==> config.mk <==
export PLATFORM = sky130hd
export DESIGN_NAME = cgra_tile_config_decoder_flat
export DESIGN_NICKNAME = d
export VERILOG_FILES = /design/src/rtl/cgra_tile_config_decoder_if.sv /design/src/rtl/cgra_tile_config_decoder.sv /design/src/flat_wrapper.sv
export SDC_FILE = /design/constraint.sdc
export NUM_CORES = 1
export LEC_CHECK = 0
export BUFFER_PORTS_ARGS = -buffer_cell sky130_fd_sc_hd__buf_4
export CORE_ASPECT_RATIO = 0.6
export CORE_MARGIN = 2
export CORE_UTILIZATION = 30
export DETAILED_ROUTE_END_ITERATION = 8
export GPL_ROUTABILITY_DRIVEN = 0
export GPL_TIMING_DRIVEN = 0
export PLACE_DENSITY = 0.57
export REMOVE_ABC_BUFFERS = 1
export SETUP_SLACK_MARGIN = 0.02
export SLEW_MARGIN = 20
export SYNTH_ARGS = -nofsm -noshare
export SYNTH_HDL_FRONTEND = slang
export SYNTH_SLANG_ARGS = --single-unit
==> constraint.sdc <==
create_clock -name clk_in -period 3.35 [get_ports clk_in]
set_input_delay 0.5025 -clock clk_in [delete_from_list [all_inputs] [get_ports clk_in]]
set_output_delay 0.5025 -clock clk_in [all_outputs]
set_load 0.01 [all_outputs]
==> src/rtl/cgra_tile_config_decoder_if.sv <==
// Configuration stream bus seen by every tile: one address/data pair per clock.
// Ports: config_addr_in [31:24] reg, [23:16] feature, [15:0] tile (0 = NOP); config_data_in.
interface cgra_tile_config_decoder_if;
    logic [31:0] config_addr_in;
    logic [31:0] config_data_in;

    modport master (
        output config_addr_in,
        output config_data_in
    );

    modport slave (
        input config_addr_in,
        input config_data_in
    );
endinterface

==> src/rtl/cgra_tile_config_decoder.sv <==
// Per-tile config decoder: captures matching writes into a register bank and flags done.
// Ports: clk_in, reset_in (sync, active-high), cfg bus (slave), config_out, config_done_out,
// config_err_out, write_count_out, read_data_out (only when CONFIG_READBACK_EN is defined).
module cgra_tile_config_decoder #(
    parameter logic [15:0] TILE_ID      = 16'h0000,
    parameter logic [7:0]  FEATURE_ID   = 8'h00,
    parameter int unsigned NUM_REGS     = 8,
    parameter int unsigned IDLE_TIMEOUT = 4
) (
    input  logic                      clk_in,
    input  logic                      reset_in,
    cgra_tile_config_decoder_if.slave cfg,
    output logic [NUM_REGS*32-1:0]    config_out,
    output logic                      config_done_out,
    output logic                      config_err_out,
    output logic [15:0]               write_count_out
`ifdef CONFIG_READBACK_EN
    ,
    output logic [31:0]               read_data_out
`endif
);

    localparam int unsigned CW = $clog2(IDLE_TIMEOUT + 1);

    typedef enum logic [1:0] {
        EMPTY,
        LOADING,
        DONE
    } state_t;

    state_t        state, state_nxt;
    logic [CW-1:0] idle_cnt, idle_nxt;

    logic [31:0] addr_q;
    logic [31:0] data_q;
    logic [7:0]  reg_idx;
    logic        addr_hit;
    logic        in_range;
    logic        wr_en;
    logic        wr_oor;

    always_ff @(posedge clk_in) begin
        if (reset_in) begin
            addr_q <= '0;
            data_q <= '0;
        end else begin
            addr_q <= cfg.config_addr_in;
            data_q <= cfg.config_data_in;
        end
    end

    assign reg_idx  = addr_q[31:24];
    assign addr_hit = (addr_q != '0) &&
                      (addr_q[15:0] == TILE_ID) &&
                      (addr_q[23:16] == FEATURE_ID);
    assign in_range = ({24'b0, reg_idx} < NUM_REGS);
    assign wr_en    = addr_hit && in_range;
    assign wr_oor   = addr_hit && !in_range;

    always_ff @(posedge clk_in) begin
        if (reset_in) begin
            config_out <= '0;
        end else if (wr_en) begin
            for (int i = 0; i < int'(NUM_REGS); i++) begin
                if (reg_idx == 8'(i))
                    config_out[32*i +: 32] <= data_q;
            end
        end
    end

    always_ff @(posedge clk_in) begin
        if (reset_in) begin
            write_count_out <= '0;
            config_err_out  <= 1'b0;
        end else begin
            if (wr_en && write_count_out != 16'hFFFF)
                write_count_out <= write_count_out + 16'd1;
            if (wr_oor)
                config_err_out <= 1'b1;
        end
    end

    always_ff @(posedge clk_in) begin
        if (reset_in) begin
            state    <= EMPTY;
            idle_cnt <= '0;
        end else begin
            state    <= state_nxt;
            idle_cnt <= idle_nxt;
        end
    end

    // An accepted write always wins over the timeout, reopening the load window.
    always_comb begin
        state_nxt = state;
        idle_nxt  = idle_cnt;
        unique case (state)
            EMPTY: begin
                if (wr_en) begin
                    state_nxt = LOADING;
                    idle_nxt  = '0;
                end
            end
            LOADING: begin
                if (wr_en)
                    idle_nxt = '0;
                else if (idle_cnt == CW'(IDLE_TIMEOUT))
                    state_nxt = DONE;
                else
                    idle_nxt = idle_cnt + CW'(1);
            end
            DONE: begin
                if (wr_en) begin
                    state_nxt = LOADING;
                    idle_nxt  = '0;
                end
            end
            default: begin
                state_nxt = EMPTY;
                idle_nxt  = '0;
            end
        endcase
    end

    assign config_done_out = (state == DONE);

`ifdef CONFIG_READBACK_EN
    logic [31:0] old_word;

    always_comb begin
        old_word = '0;
        for (int i = 0; i < int'(NUM_REGS); i++) begin
            if (reg_idx == 8'(i))
                old_word = config_out[32*i +: 32];
        end
    end

    // Returns the contents the write is about to replace.
    always_ff @(posedge clk_in) begin
        if (reset_in)
            read_data_out <= '0;
        else if (wr_en)
            read_data_out <= old_word;
        else if (wr_oor)
            read_data_out <= '0;
    end
`endif

endmodule

==> src/flat_wrapper.sv <==
// flat-port wrapper written by rule: the top's interface ports become plain ports
module cgra_tile_config_decoder_flat 
#(
    parameter logic [15:0] TILE_ID      = 16'h0000,
    parameter logic [7:0]  FEATURE_ID   = 8'h00,
    parameter int unsigned NUM_REGS     = 8,
    parameter int unsigned IDLE_TIMEOUT = 4
)
  (clk_in, reset_in, config_out, config_done_out, config_err_out, write_count_out, cfg_config_addr_in, cfg_config_data_in);
  cgra_tile_config_decoder_if cfg_i ();
  input  logic clk_in;
  input  logic reset_in;
  output logic [NUM_REGS*32-1:0] config_out;
  output logic config_done_out;
  output logic config_err_out;
  output logic [15:0] write_count_out;
  input wire logic [$bits(cfg_i.config_addr_in)-1:0] cfg_config_addr_in;
  input wire logic [$bits(cfg_i.config_data_in)-1:0] cfg_config_data_in;
  assign cfg_i.config_addr_in = cfg_config_addr_in;
  assign cfg_i.config_data_in = cfg_config_data_in;
  cgra_tile_config_decoder #(.TILE_ID(TILE_ID), .FEATURE_ID(FEATURE_ID), .NUM_REGS(NUM_REGS), .IDLE_TIMEOUT(IDLE_TIMEOUT)) u_core (.clk_in(clk_in), .reset_in(reset_in), .cfg(cfg_i), .config_out(config_out), .config_done_out(config_done_out), .config_err_out(config_err_out), .write_count_out(write_count_out));
endmodule
==> results.sh <==
export IMPL_antenna_found_initial=1
export IMPL_fin_area_um2=16000
export IMPL_required_ns=3.72
export IMPL_clock_latency_ns=0.51
export IMPL_die_h_um=156
export IMPL_fin_nets=1538
export IMPL_layout_commonest_cell="dfxtp_1"
export IMPL_cts_setup_buffers=0
export IMPL_yosys_register_bits=342
export IMPL_hpwl_um=23500
export IMPL_hold_viol=0
export IMPL_setup_viol=0
export IMPL_wirelength_um=34200
export IMPL_area_growth_pct=37.8
export IMPL_finalMaxSlewViolations=0
export IMPL_cts_tree="done"
export IMPL_cp_max_fo=18
export IMPL_fmax_mhz=374
export IMPL_grt_pass1_wl_um=51900
export IMPL_p_per_area_nw_per_um2=521
export IMPL_peakVddDrop_mv=0.360
export IMPL_placement_io_buffers=339
export IMPL_max_cap_violations=0
export IMPL_fin_setup_tns_ns=0
export IMPL_worst_pin_slew_ns=0.629
export IMPL_finalCritPeriodShare_pct=79.8
export IMPL_cts_resized=0
export IMPL_drt_iter0_drc=569
export IMPL_die_w_um=258
export IMPL_drcViolationCount=0
export IMPL_min_path_type="in2reg"
export IMPL_clockRootBuffer="clkbuf_16"
export IMPL_drt_first_pass_iters=5
export IMPL_core_um2=37900
export IMPL_cp_end_kind="flip-flop"
export IMPL_skew_ns=0.0104
export IMPL_wl_per_cell_um=17.1
export IMPL_syn_area_um2=11600
export IMPL_grt_usage_pct=16.4
export IMPL_start_util_pct=30.6
export IMPL_placed_area_um2=14800
export IMPL_fin_util_pct=42.1
export IMPL_ctsHoldBuffers=0
export IMPL_cts_buffer_depth=3
export IMPL_syn_area_per_cell_um2=10.0
export IMPL_rsz0062_at_grt="false"
export IMPL_grt_max_degree=127
export IMPL_hp_start="cfg_config_addr_in[26]"
export IMPL_startpoint="u_core.addr_q[20]$_SDFF_PP0_"
export IMPL_static_leakage_power_uw=0.00767
export IMPL_overflow=0
export IMPL_async_flop_share_pct=0
export IMPL_via_count=9124
export IMPL_yosys_warnings=0
export IMPL_vias_per_cell=4.55
export IMPL_fp_row_count=55
export IMPL_worst_hold_slack_ns=0.201
export IMPL_outcome="finished, final reports clean"
export IMPL_seq_area_frac_synth_pct=59.1
export IMPL_numClockSinks=342
export IMPL_min_period_ns=2.67
export IMPL_most_common_layout_cells="dfxtp_1 (342), buf_4 (338), nor2_1 (165)"
export IMPL_ios=340
export IMPL_synth_edff_count=0
export IMPL_relSlewSlack_pct=58.0
export IMPL_p_total_uw=8320
export IMPL_syn_inst=1156
export IMPL_r2r_start="u_core.addr_q[20]$_SDFF_PP0_"
export IMPL_path_clk_slew_ns=0.06
export IMPL_arrival_ns=3.04
export IMPL_ant_nets=0
export IMPL_drive_gt1_share_pct=28.4
export IMPL_grt_pass1_vias=8693
export IMPL_critical_path_startpoint_type="flip-flop"
export IMPL_ys_types=37
export IMPL_synth_ff_type="dfxtp_1"
export IMPL_htree_levels=2
export IMPL_die_area_um2=40300
export IMPL_crit_type="reg2reg"
export IMPL_cts_buffers_inserted=35
-- where the power goes --
part / internal [uW] / switching, uW
sequential: 4110 / 50.8
combinational: 88.5 / 96.9
clock: 2390 / 1590
total: 6590 / 1740
-- stage by stage --
step | setup slack (ns) | std cells
floorplan | 0.547 | 1082
global placement | -1.08 | 1934
detailed placement | 0.668 | 1945
CTS | 0.663 | 2006
global route | 0.403 | 2007
finish | 0.675 | 2007
-- registers in the layout, summed over array words and instances, names as in the netlist --
| signal | cells |
|---|---|
| u_core.addr_q | 32 |
| u_core.idle_cnt | 3 |
| u_core.config_err_out | 1 |
| u_core.data_q | 32 |
| u_core.config_out | 256 |
| u_core.write_count_out | 16 |
| u_core.state | 2 |
-- worst paths after layout --
| kind | endpoint | slack, ns | cells past startpoint |
|---|---|---|---|
| worst max-delay path | u_core.config_out[177]$_SDFFE_PP0P_ | 0.68 | 6 |
| worst min-delay path | u_core.addr_q[26]$_SDFF_PP0_ | 0.20 | 2 |
| worst max register to register | u_core.config_out[177]$_SDFFE_PP0P_ | 0.68 | 6 |
| worst min register to register | u_core.config_out[168]$_SDFFE_PP0P_ | 0.45 | 2 |
-- synthesized netlist by cell type, drive strengths merged (8+ instances only) --
cell type / instances / area share, %
o21ai: 12 / 0.52
nand3: 13 / 0.56
nor2: 166 / 5.4
buf: 28 / 1.3
nor4: 8 / 0.43
clkbuf: 46 / 1.5
nor3: 8 / 0.44
a21oi: 80 / 3.5
dfxtp: 342 / 59
or3: 14 / 0.82
nand4: 10 / 0.67
mux2i: 161 / 14
nor2b: 99 / 5.3
nand2: 136 / 4.4
-- logic make-up after synthesis --
logic type      Yosys count  share of synthesized area, %
compound gates          101                          4.58
fa+ha+maj                 3                         0.324
simple gates            468                          19.0
xor+xnor                  1                        0.0756
flops                   342                          59.1
buf+inv                  79                          2.97
mux                     162                          14.0
-- layer usage --
metal / wire length, um / GRT usage (%) / part of all wire [%]
met5: 0 / 0 / 0
met2: 14900 / 24.4 / 44
met4: 601 / 4.05 / 1.8
met3: 2470 / 5.36 / 7.2
met1: 16200 / 22.9 / 47
-- worst max-delay path: stages (launching register included) --
cell     delay, ns
dfxtp_1       0.29
or4_1         0.58
nor2_4        0.48
nand3_2       0.63
buf_16        0.38
nand2_1       0.08
a21oi_1       0.06
-- layout make-up --
cell class / instances / area (um^2)
repair buffers: 350 / 2820
well taps: 513 / 642
clock buffers: 56 / 1100
inverters: 5 / 18.8
clock inverters: 5 / 77.6
fillers: 3709 / 21900
diodes: 1 / 2.50
multi-input cells: 735 / 4480
flip-flops and latches: 342 / 6850
No activity file was read; power rests on OpenSTA's default activity.
